[src/rtl/duty_cycle_ctrl.sv]
// -----------------------------------------------------------------------------
// duty_cycle_ctrl
//
// Turns two raw push-buttons (up/down) into the registered 4-bit duty word
// consumed by the PWM generator. Each button goes through a 2-flop
// synchronizer, a debounce counter and a press-edge FSM. Accepted presses
// step a saturating duty register by one.
//
// Optional build macro: DUTY_AUTOREPEAT_EN
//   When defined, a held button produces extra press events: the first one
//   REPEAT_DELAY cycles after the button FSM enters PRESSED, then one every
//   REPEAT_PERIOD cycles until release. When undefined, the repeat logic and
//   its parameters do not exist.
//
// Ports:
//   clk         in   system clock, everything on the rising edge
//   reset       in   synchronous, active-high reset
//   btn_up      in   raw asynchronous up button, 1 = pressed
//   btn_down    in   raw asynchronous down button, 1 = pressed
//   duty_cycle  out  [3:0] registered duty value
//   at_max      out  registered, 1 when duty_cycle == 15
//   at_min      out  registered, 1 when duty_cycle == 0
//   step        out  registered one-cycle strobe on the edge duty_cycle changed
//
// Output handshake: step acts as a valid strobe with no ready. It is high for
// exactly the one cycle following the edge on which duty_cycle/at_max/at_min
// took a new value; those three outputs are stable and meaningful whenever
// step is high, and a consumer that misses the strobe loses nothing because
// the values themselves stay registered.
// -----------------------------------------------------------------------------
module duty_cycle_ctrl #(
    parameter int         DEBOUNCE_CYCLES = 16,
`ifdef DUTY_AUTOREPEAT_EN
    parameter int         REPEAT_DELAY    = 1000,
    parameter int         REPEAT_PERIOD   = 250,
`endif
    parameter logic [3:0] DUTY_INIT       = 4'd8
) (
    input  logic       clk,
    input  logic       reset,
    input  logic       btn_up,
    input  logic       btn_down,
    output logic [3:0] duty_cycle,
    output logic       at_max,
    output logic       at_min,
    output logic       step
);

    typedef enum logic {
        BTN_RELEASED = 1'b0,
        BTN_PRESSED  = 1'b1
    } btn_state_e;

    // Counter value at which a differing sample run is accepted as the new
    // level: DEBOUNCE_CYCLES consecutive differing samples in total.
    localparam logic [15:0] DB_LAST  = 16'(DEBOUNCE_CYCLES - 1);
    localparam logic [3:0]  DUTY_MAX = 4'd15;
    localparam logic [3:0]  DUTY_MIN = 4'd0;

    // Bit 0 = up button, bit 1 = down button throughout.
    logic [1:0] btn_raw;
    logic [1:0] sync1_q;
    logic [1:0] sync2_q;
    logic [1:0] press_evt;

    assign btn_raw = {btn_down, btn_up};

    // Two-flop synchronizer; sync2_q is the only internal view of the buttons.
    always_ff @(posedge clk) begin
        if (reset) begin
            sync1_q <= 2'b00;
            sync2_q <= 2'b00;
        end else begin
            sync1_q <= btn_raw;
            sync2_q <= sync1_q;
        end
    end

    for (genvar i = 0; i < 2; i++) begin : g_btn
        logic [15:0] db_cnt_q;
        logic        db_lvl_q;
        btn_state_e  state_q;
        btn_state_e  state_d;
        logic        press_d;
        logic        press_q;

        // Debounce: count consecutive samples that disagree with the accepted
        // level; any agreeing sample restarts the count.
        always_ff @(posedge clk) begin
            if (reset) begin
                db_cnt_q <= '0;
                db_lvl_q <= 1'b0;
            end else if (sync2_q[i] != db_lvl_q) begin
                if (db_cnt_q == DB_LAST) begin
                    db_lvl_q <= sync2_q[i];
                    db_cnt_q <= '0;
                end else begin
                    db_cnt_q <= db_cnt_q + 16'd1;
                end
            end else begin
                db_cnt_q <= '0;
            end
        end

`ifdef DUTY_AUTOREPEAT_EN
        localparam logic [31:0] RPT_FIRST = 32'(REPEAT_DELAY - 1);
        localparam logic [31:0] RPT_NEXT  = 32'(REPEAT_PERIOD - 1);

        logic [31:0] hold_cnt_q;
        logic        rpt_phase_q;   // 0 = waiting for first repeat, 1 = periodic
        logic        rpt_fire;

        // press_q is registered, so firing at count N-1 lands the duty update
        // exactly N cycles after the duty update of the original press.
        always_comb begin
            rpt_fire = 1'b0;
            if (state_q == BTN_PRESSED && db_lvl_q) begin
                rpt_fire = rpt_phase_q ? (hold_cnt_q == RPT_NEXT)
                                       : (hold_cnt_q == RPT_FIRST);
            end
        end

        always_ff @(posedge clk) begin
            if (reset || state_q != BTN_PRESSED) begin
                hold_cnt_q  <= '0;
                rpt_phase_q <= 1'b0;
            end else if (rpt_fire) begin
                hold_cnt_q  <= '0;
                rpt_phase_q <= 1'b1;
            end else begin
                hold_cnt_q  <= hold_cnt_q + 32'd1;
            end
        end
`endif

        always_ff @(posedge clk) begin
            if (reset) begin
                state_q <= BTN_RELEASED;
                press_q <= 1'b0;
            end else begin
                state_q <= state_d;
                press_q <= press_d;
            end
        end

        // The FSM state always trails the debounced level by one cycle, so
        // "RELEASED with level high" is exactly the debounced 0->1 transition.
        always_comb begin
            state_d = state_q;
            press_d = 1'b0;
            case (state_q)
                BTN_RELEASED: begin
                    if (db_lvl_q) begin
                        state_d = BTN_PRESSED;
                        press_d = 1'b1;
                    end
                end
                BTN_PRESSED: begin
                    if (!db_lvl_q) begin
                        state_d = BTN_RELEASED;
                    end
`ifdef DUTY_AUTOREPEAT_EN
                    if (rpt_fire) begin
                        press_d = 1'b1;
                    end
`endif
                end
                default: state_d = BTN_RELEASED;
            endcase
        end

        assign press_evt[i] = press_q;
    end

    // Duty update: opposing events cancel, saturation never wraps.
    logic [3:0] duty_q;
    logic [3:0] duty_d;
    logic       step_d;

    always_comb begin
        duty_d = duty_q;
        step_d = 1'b0;
        if (press_evt[0] && !press_evt[1] && duty_q != DUTY_MAX) begin
            duty_d = duty_q + 4'd1;
            step_d = 1'b1;
        end else if (press_evt[1] && !press_evt[0] && duty_q != DUTY_MIN) begin
            duty_d = duty_q - 4'd1;
            step_d = 1'b1;
        end
    end

    always_ff @(posedge clk) begin
        if (reset) begin
            duty_q <= DUTY_INIT;
            at_max <= (DUTY_INIT == DUTY_MAX);
            at_min <= (DUTY_INIT == DUTY_MIN);
            step   <= 1'b0;
        end else begin
            duty_q <= duty_d;
            at_max <= (duty_d == DUTY_MAX);
            at_min <= (duty_d == DUTY_MIN);
            step   <= step_d;
        end
    end

    assign duty_cycle = duty_q;

endmodule

[config.mk]
export PLATFORM = sky130hd
export DESIGN_NAME = duty_cycle_ctrl
export DESIGN_NICKNAME = d
export VERILOG_FILES = /design/src/rtl/duty_cycle_ctrl.sv
export SDC_FILE = /design/constraint.sdc
export NUM_CORES = 1
export LEC_CHECK = 0
export ABC_AREA = 1
export BUFFER_PORTS_ARGS = -buffer_cell sky130_fd_sc_hd__buf_2
export CAP_MARGIN = 5
export CORE_MARGIN = 3
export CORE_UTILIZATION = 30
export DETAILED_ROUTE_END_ITERATION = 8
export PLACE_DENSITY = 0.48
export SETUP_SLACK_MARGIN = 0.15
export SLEW_MARGIN = 25
export SYNTH_ARGS = -nofsm -noshare
export SYNTH_HDL_FRONTEND = slang
export SYNTH_SLANG_ARGS = --single-unit
[constraint.sdc]
create_clock -name clk -period 1.6 [get_ports clk]
set_clock_uncertainty 0.1 [all_clocks]
set_input_delay 0.08 -clock clk [delete_from_list [all_inputs] [get_ports clk]]
set_output_delay 0.08 -clock clk [all_outputs]
set_load 0.03 [all_outputs]
==> results.py, run 1 <==
metrics = {
    "final_layout": {
        "syn_to_layout_area_delta_pct": 44.8,
        "filler_cell_count": 709,
        "layout_commonest_cell": "sky130_fd_sc_hd__nand2_1",
        "fin_cells": 462,
        "antennaDiodeCount": 0,
        "regArea_mm2": 0.00100,
        "multiInputGateArea_mm2": 0.00144,
        "final_cell_mix": "sky130_fd_sc_hd__nand2_1, sky130_fd_sc_hd__dfxtp_1, sky130_fd_sc_hd__inv_1, sky130_fd_sc_hd__nor2_1, sky130_fd_sc_hd__buf_4",
        "layout.nets": 373,
        "drive_gt1_frac": 0.396,
    },
    "setup_path": {
        "cp_cell_sequence": "ha_4 > nand2_4 > nor2_4 > nand2_2 > nor3_4 > nand2_2 > nand3_4 > buf_6 > buf_12 > nor3_2",
        "crit_path_max_incr_delay_ps": 360,
        "worst_path_buf_inv": 2,
        "critical_path.most_common_cell": "sky130_fd_sc_hd__nand2_2",
        "slowest_stage": "sky130_fd_sc_hd__dfxtp_2",
        "worst-setup-path-type": "reg2reg",
        "crit_path_start_kind": "register",
        "kind_of_end_point_of_the_critical_path": "register",
        "critPathRequiredTime_ps": 1690,
        "path_depth": 10,
        "critical_path.top_delay_family": "simple AND/OR/NAND/NOR gates",
        "r2r.worst_path.cells": 10,
        "critPathMaxFanout": 8,
        "worstPathArrival_ps": 1640,
    },
    "global_routing": {
        "grt_pass1_wl_um": 8380,
        "grt_max_degree": 16,
        "grt_pass1_vias": 1863,
        "antenna_found_initial": 0,
        "track_usage": 0.118,
        "globalRoute.totalOverflow": 0,
    },
    "die": {
        "die_h_um": 92.6,
        "ios": 11,
        "coreArea_mm2": 0.00702,
        "floorplan.initialDensity": 0.321,
        "die_area_mm2": 0.00858,
        "die-width_um": 92.6,
        "fp_rows": 30,
    },
    "sta": {
        "slew_viol_final": 0,
        "setup_tns_ps": 0,
        "finalWorstPathRequiredPeriod_ps": 1550,
        "unrepaired_setup_endpoints_after_global_routing": "true",
        "finalSetupViolCount": 0,
        "report.final.hold_viol_count": 0,
        "timing_worst_slew_pin_value_ps": 322,
        "final.period_utilization": 0.968,
        "max_clock_freq_mhz": 645,
        "slew_headroom": 0.785,
    },
    "min_path": {
        "min_path_type": "in2reg",
        "hold_depth": 3,
    },
    "place": {
        "detailed_place_hpwl_um": 3330,
        "gp_congestion": 0.780,
        "place.detailed.instances": 427,
        "io_buffer_count": 10,
    },
    "routing": {
        "route.antenna.remaining_nets": 0,
        "drc_errors": 0,
        "wl_per_cell_um": 11.3,
        "drt_pre_antenna_iters": 4,
        "viasPerCell": 4.52,
        "detailedRoute.firstIterationViolations": 48,
        "via_count": 2089,
        "postRouteWirelength_um": 5240,
    },
    "yosys": {
        "ys_types": 26,
        "synth-async-reset-ratio": 0,
        "synth_warn": 0,
        "postSynth.topFlopCell": "sky130_fd_sc_hd__dfxtp_1",
        "seq_area_frac_synth": 0.436,
        "ys_seq_elements": 49,
        "avgSynthCellArea_um2": 7.24,
        "post_synth_instance_area_mm2": 0.00225,
        "number_of_enable_type_register_cells_in_the_synthesized_netlist": 0,
        "number_of_instances_in_the_synthesized_netlist": 311,
        "synth_nets": 319,
    },
    "flow_run": {
        "max_cap_violations": 0,
    },
    "clocking": {
        "clock_latency_on_the_worst_skew_pair_ps": 300,
        "max-clock-path-buffers": 2,
        "numClockSinks": 49,
        "path_clk_slew_ps": 90,
        "tritoncts.num_buffers": 5,
        "cts_tree": "built",
        "cts-htree-levels": 2,
        "cts-root-buf": "sky130_fd_sc_hd__clkbuf_8",
    },
    "power": {
        "ir_drop_v": 0.000453,
        "power_leakage_uw": 0.00117,
        "power_per_cell_area_mw_per_mm2": 617,
    },
    "run_status": {
        "status": "completed",
    },
}
## routing by layer
| metal | part of all wire | GRT usage | vias up |
|---|---|---|---|
| met3 | 0.022 | 0.0268 | 6 |
| met2 | 0.48 | 0.189 | 19 |
| met4 | 0.011 | 0.0330 | 0 |
| met1 | 0.49 | 0.160 | 961 |
| li1 | - | - | 1103 |
| met5 | 0 | 0 | - |
## timing repair
item                                   in CTS  in global routing
pin swaps                                   8                 18
setup endpoints to repair                  33                 37
resized for setup                          22                 69
gates cloned                                1                  1
setup buffers                              11                 12
endpoints found under the hold margin       2                  0
hold buffers                                2                  0
## registers in the layout, summed over array words and instances (netlist names)
name / flops
at_max: 1
at_min: 1
duty_cycle: 4
g_btn.db_cnt_q: 32
g_btn.db_lvl_q: 2
g_btn.press_q: 2
g_btn.state_q: 2
step: 1
sync1_q: 2
sync2_q: 2
## report_power, final
group	total, uW	switching [uW]	internal [uW]
clock	720	418	303
combinational	71.2	34.6	36.6
sequential	1220	3.29	1220
total	2010	456	1560
## synth_stat cells, types with 2 or more instances
| cell | count | area (um2) |
|---|---|---|
| sky130_fd_sc_hd__nor2_1 | 52 | 195 |
| sky130_fd_sc_hd__buf_6 | 2 | 22.5 |
| sky130_fd_sc_hd__nor2_2 | 4 | 25.0 |
| sky130_fd_sc_hd__nand4_1 | 8 | 50.1 |
| sky130_fd_sc_hd__xor2_1 | 10 | 87.6 |
| sky130_fd_sc_hd__dfxtp_1 | 49 | 981 |
| sky130_fd_sc_hd__nor3_1 | 16 | 80.1 |
| sky130_fd_sc_hd__a21oi_1 | 16 | 80.1 |
| sky130_fd_sc_hd__a31oi_1 | 2 | 12.5 |
| sky130_fd_sc_hd__ha_1 | 4 | 50.1 |
| sky130_fd_sc_hd__nor3_2 | 2 | 20.0 |
| sky130_fd_sc_hd__nand2_1 | 59 | 221 |
| sky130_fd_sc_hd__a21oi_2 | 2 | 17.5 |
| sky130_fd_sc_hd__inv_1 | 41 | 154 |
| sky130_fd_sc_hd__nand3_2 | 3 | 30.0 |
| sky130_fd_sc_hd__nand3_1 | 24 | 120 |
| sky130_fd_sc_hd__o21ai_0 | 6 | 30.0 |
| sky130_fd_sc_hd__nand3b_1 | 3 | 22.5 |
## worst reg2reg max path: cells and delay by family (launching register included)
kind          cells  cell delay, ps
fa+ha+maj         1             150
flops             1             360
simple gates      7             620
buf+inv           2             230
## layout make-up
cell class / instances / share of cell area
Multi-Input combinational cell: 217 / 0.440
Inverter: 42 / 0.0499
Clock inverter: 3 / 0.00537
Tap cell: 96 / 0.0368
Clock buffer: 5 / 0.0211
Sequential cell: 49 / 0.308
Timing Repair Buffer: 50 / 0.139
## worst paths after layout
path                                      startpoint                   end  slack, ps
worst max-delay path            g_btn[0].db_cnt_q[0]  g_btn[0].db_cnt_q[2]         50
worst min-delay path                           reset         duty_cycle[1]         30
worst max register to register  g_btn[0].db_cnt_q[0]  g_btn[0].db_cnt_q[2]         50
worst min register to register      g_btn[0].state_q      g_btn[0].press_q        290
## logic make-up after synthesis
kind of cell    synth area share
simple gates               0.356
fa+ha+maj                 0.0222
xor+xnor                  0.0428
compound gates            0.0622
buf+inv                   0.0817
flops                      0.436
## stage by stage
step | total power [uW] | worst slack, ps | hold slack [ps] | util | instance area [um2]
4_1_cts | 2050 | 67.6 | 28.7 | 0.412 | 2890
3_3_place_gp | 1300 | 85.1 | 183 | 0.369 | 2590
6_report | 2010 | 50.7 | 29.7 | 0.465 | 3260
3_5_place_dp | 1300 | 59.8 | 191 | 0.369 | 2590
2_1_floorplan | 1270 | 128 | 57.6 | - | 2310
5_1_grt | 2110 | -29.6 | 49.7 | 0.465 | 3260
Note: power is estimated with default switching activity, not from simulation.
==> run 2: changes to the inputs <==
--- a/config.mk
+++ b/config.mk
@@ -11,7 +11,7 @@
 export CORE_MARGIN = 3
 export CORE_UTILIZATION = 30
 export DETAILED_ROUTE_END_ITERATION = 8
-export PLACE_DENSITY = 0.48
+export PLACE_DENSITY = 0.47
 export SETUP_SLACK_MARGIN = 0.15
 export SLEW_MARGIN = 25
 export SYNTH_ARGS = -nofsm -noshare
==> constraint.sdc (replaced) <==
create_clock -name clk -period 1.94 [get_ports clk]
set_clock_uncertainty 0.1 [all_clocks]
set_input_delay 0.097 -clock clk [delete_from_list [all_inputs] [get_ports clk]]
set_output_delay 0.097 -clock clk [all_outputs]
set_load 0.05 [all_outputs]
==> run 2 against run 1 <==
Against the previous run:
- register-to-register slack improved by 280 ps
- critical path type unchanged
- sequential cell count did not move
- highest routed layer unchanged
- combinational power shrank 59%
- cell area shrank 23%
- non-clock buffer count shrank 38
- wire length decreased by 19%
- fmax decreased by 4.0%
- count of clock-buffer cells in the layout is the same
- die area is the same
- global-route usage is 1.2 points lower
- total power shrank 21%
==> results.py, run 2 (same netlist as run 1, synthesis figures left out) <==
metrics = {
    "global_routing": {
        "grt_pass1_wl_um": 7540,
        "track_usage": 0.107,
        "globalRoute.totalOverflow": 0,
        "grt_max_degree": 17,
        "grt_pass1_vias": 1719,
        "antenna_found_initial": 0,
    },
    "setup_path": {
        "worst-setup-path-type": "reg2reg",
        "slowest_stage": "sky130_fd_sc_hd__dfxtp_1",
        "critPathRequiredTime_ps": 2020,
        "crit_path_start_kind": "register",
        "crit_path_max_incr_delay_ps": 350,
        "critical_path.most_common_cell": "sky130_fd_sc_hd__nand2_1",
        "cp_cell_sequence": "ha_1 > nand2_1 > nor2_2 > nand2_1 > nor3_2 > nand2_1 > nand3_4 > nor3_1",
        "worstPathArrival_ps": 1690,
        "worst-r2r-setup-slack_ps": 330,
        "critPathMaxFanout": 16,
        "kind_of_end_point_of_the_critical_path": "register",
    },
    "final_layout": {
        "layout.nets": 335,
        "number_of_flip_flops_in_the_largest_register": 32,
        "antennaDiodeCount": 0,
        "syn_to_layout_area_delta_pct": 11.8,
        "layout_commonest_cell": "sky130_fd_sc_hd__nand2_1",
        "fin_cells": 422,
        "final_cell_mix": "sky130_fd_sc_hd__nand2_1, sky130_fd_sc_hd__nor2_1, sky130_fd_sc_hd__dfxtp_1, sky130_fd_sc_hd__inv_1, sky130_fd_sc_hd__nand3_1",
        "regMostFlops": "g_btn.db_cnt_q",
        "finish.instance_area_mm2": 0.00252,
        "drive_gt1_frac": 0.107,
    },
    "clocking": {
        "tritoncts.num_buffers": 5,
        "max-clock-path-buffers": 2,
        "clock_latency_on_the_worst_skew_pair_ps": 300,
        "path_clk_slew_ps": 90,
        "postCtsSetupRepairBufs": 0,
        "numClockSinks": 49,
        "cts-htree-levels": 2,
        "cts-root-buf": "sky130_fd_sc_hd__clkbuf_8",
        "cts_tree": "built",
    },
    "power": {
        "post-layout-total-power_uw": 1600,
        "power_per_cell_area_mw_per_mm2": 635,
        "ir_drop_v": 0.000240,
        "power_leakage_uw": 0.000900,
    },
    "place": {
        "io_buffer_count": 10,
        "dpl_cell_area_mm2": 0.00240,
        "gp_congestion": 0.771,
        "place.detailed.instances": 414,
        "detailed_place_hpwl_um": 3080,
    },
    "sta": {
        "setup_tns_ps": 0,
        "unrepaired_setup_endpoints_after_global_routing": "true",
        "finalSetupViolCount": 0,
        "timing_worst_slew_pin_value_ps": 510,
        "hold-worst-slack_ps": 24.2,
        "max_clock_freq_mhz": 620,
        "slew_headroom": 0.660,
        "report.final.hold_viol_count": 0,
        "slew_viol_final": 0,
        "finalWorstPathRequiredPeriod_ps": 1610,
        "final.period_utilization": 0.832,
    },
    "run_status": {
        "status": "completed",
    },
    "die": {
        "coreArea_mm2": 0.00702,
        "floorplan.initialDensity": 0.321,
        "die_h_um": 92.6,
        "ios": 11,
        "die-width_um": 92.6,
        "fp_rows": 30,
        "die_area_mm2": 0.00858,
    },
    "routing": {
        "route.antenna.remaining_nets": 0,
        "drt_pre_antenna_iters": 4,
        "postRouteWirelength_um": 4240,
        "viasPerCell": 4.41,
        "drc_errors": 0,
        "detailedRoute.firstIterationViolations": 57,
        "wl_per_cell_um": 10.0,
        "via_count": 1861,
    },
    "flow_run": {
        "max_cap_violations": 0,
    },
    "min_path": {
        "min_path_type": "in2reg",
    },
}
-- run 2: cell types whose count changed in the layout (fill, tap and decap cells not counted), sizes merged --
cell / change
buf: -37
clkbuf: -1
clkinv: -1
clkinvlp: -1
-- run 2: area by class of cell --
type | instances | area (um2)
Clock buffer | 5 | 68.8
Clock inverter | 1 | 5.00
Fill cell | 794 | 4500
Inverter | 42 | 158
Multi-Input combinational cell | 217 | 1110
Sequential cell | 49 | 985
Tap cell | 96 | 120
Timing Repair Buffer | 12 | 70.1
-- run 2: what timing repair did --
action,4_1_cts,5_1_grt
setup endpoints to repair,0,31
endpoints found under the hold margin,2,0
hold buffers,2,0
gates resized for setup,0,5
-- run 2: per-stage QoR --
step,setup slack (ps),util
CTS,180,0.355
floorplan,301,-
finish,326,0.359
global placement,241,0.342
detailed placement,207,0.342
global route,138,0.359
-- run 2: final timing paths --
path / start / end / cells past startpoint
worst min-delay path: reset / sync2_q[1] / 2
worst min register to register: g_btn[1].state_q / g_btn[1].press_q / 1
worst max register to register: g_btn[0].db_cnt_q[0] / g_btn[0].db_cnt_q[2] / 8
worst max-delay path: g_btn[0].db_cnt_q[0] / g_btn[0].db_cnt_q[2] / 8
-- run 2: metal layers --
| layer | vias up | GRT usage | wire length (um) |
|---|---|---|---|
| met5 | - | 0 | 0 |
| met4 | 0 | 0.0403 | 55 |
| met3 | 5 | 0.0252 | 111 |
| met2 | 10 | 0.164 | 1860 |
| met1 | 824 | 0.145 | 2210 |
| li1 | 1022 | - | - |
-- run 2: report_power, final --
part | leakage (uW) | switching, uW | internal [uW]
Combinational | 0.000463 | 18.2 | 10.7
Sequential | 0.000397 | 2.65 | 1010
Clock | 0.0000399 | 320 | 238
Total | 0.000900 | 341 | 1260
-- run 2: worst max-delay path, delay by kind of cell, from the launching register on --
kind                     cells  cell delay, ps
AND/OR/NAND/NOR              7             880
flip-flops                   1             350
adder cells (fa/ha/maj)      1             170
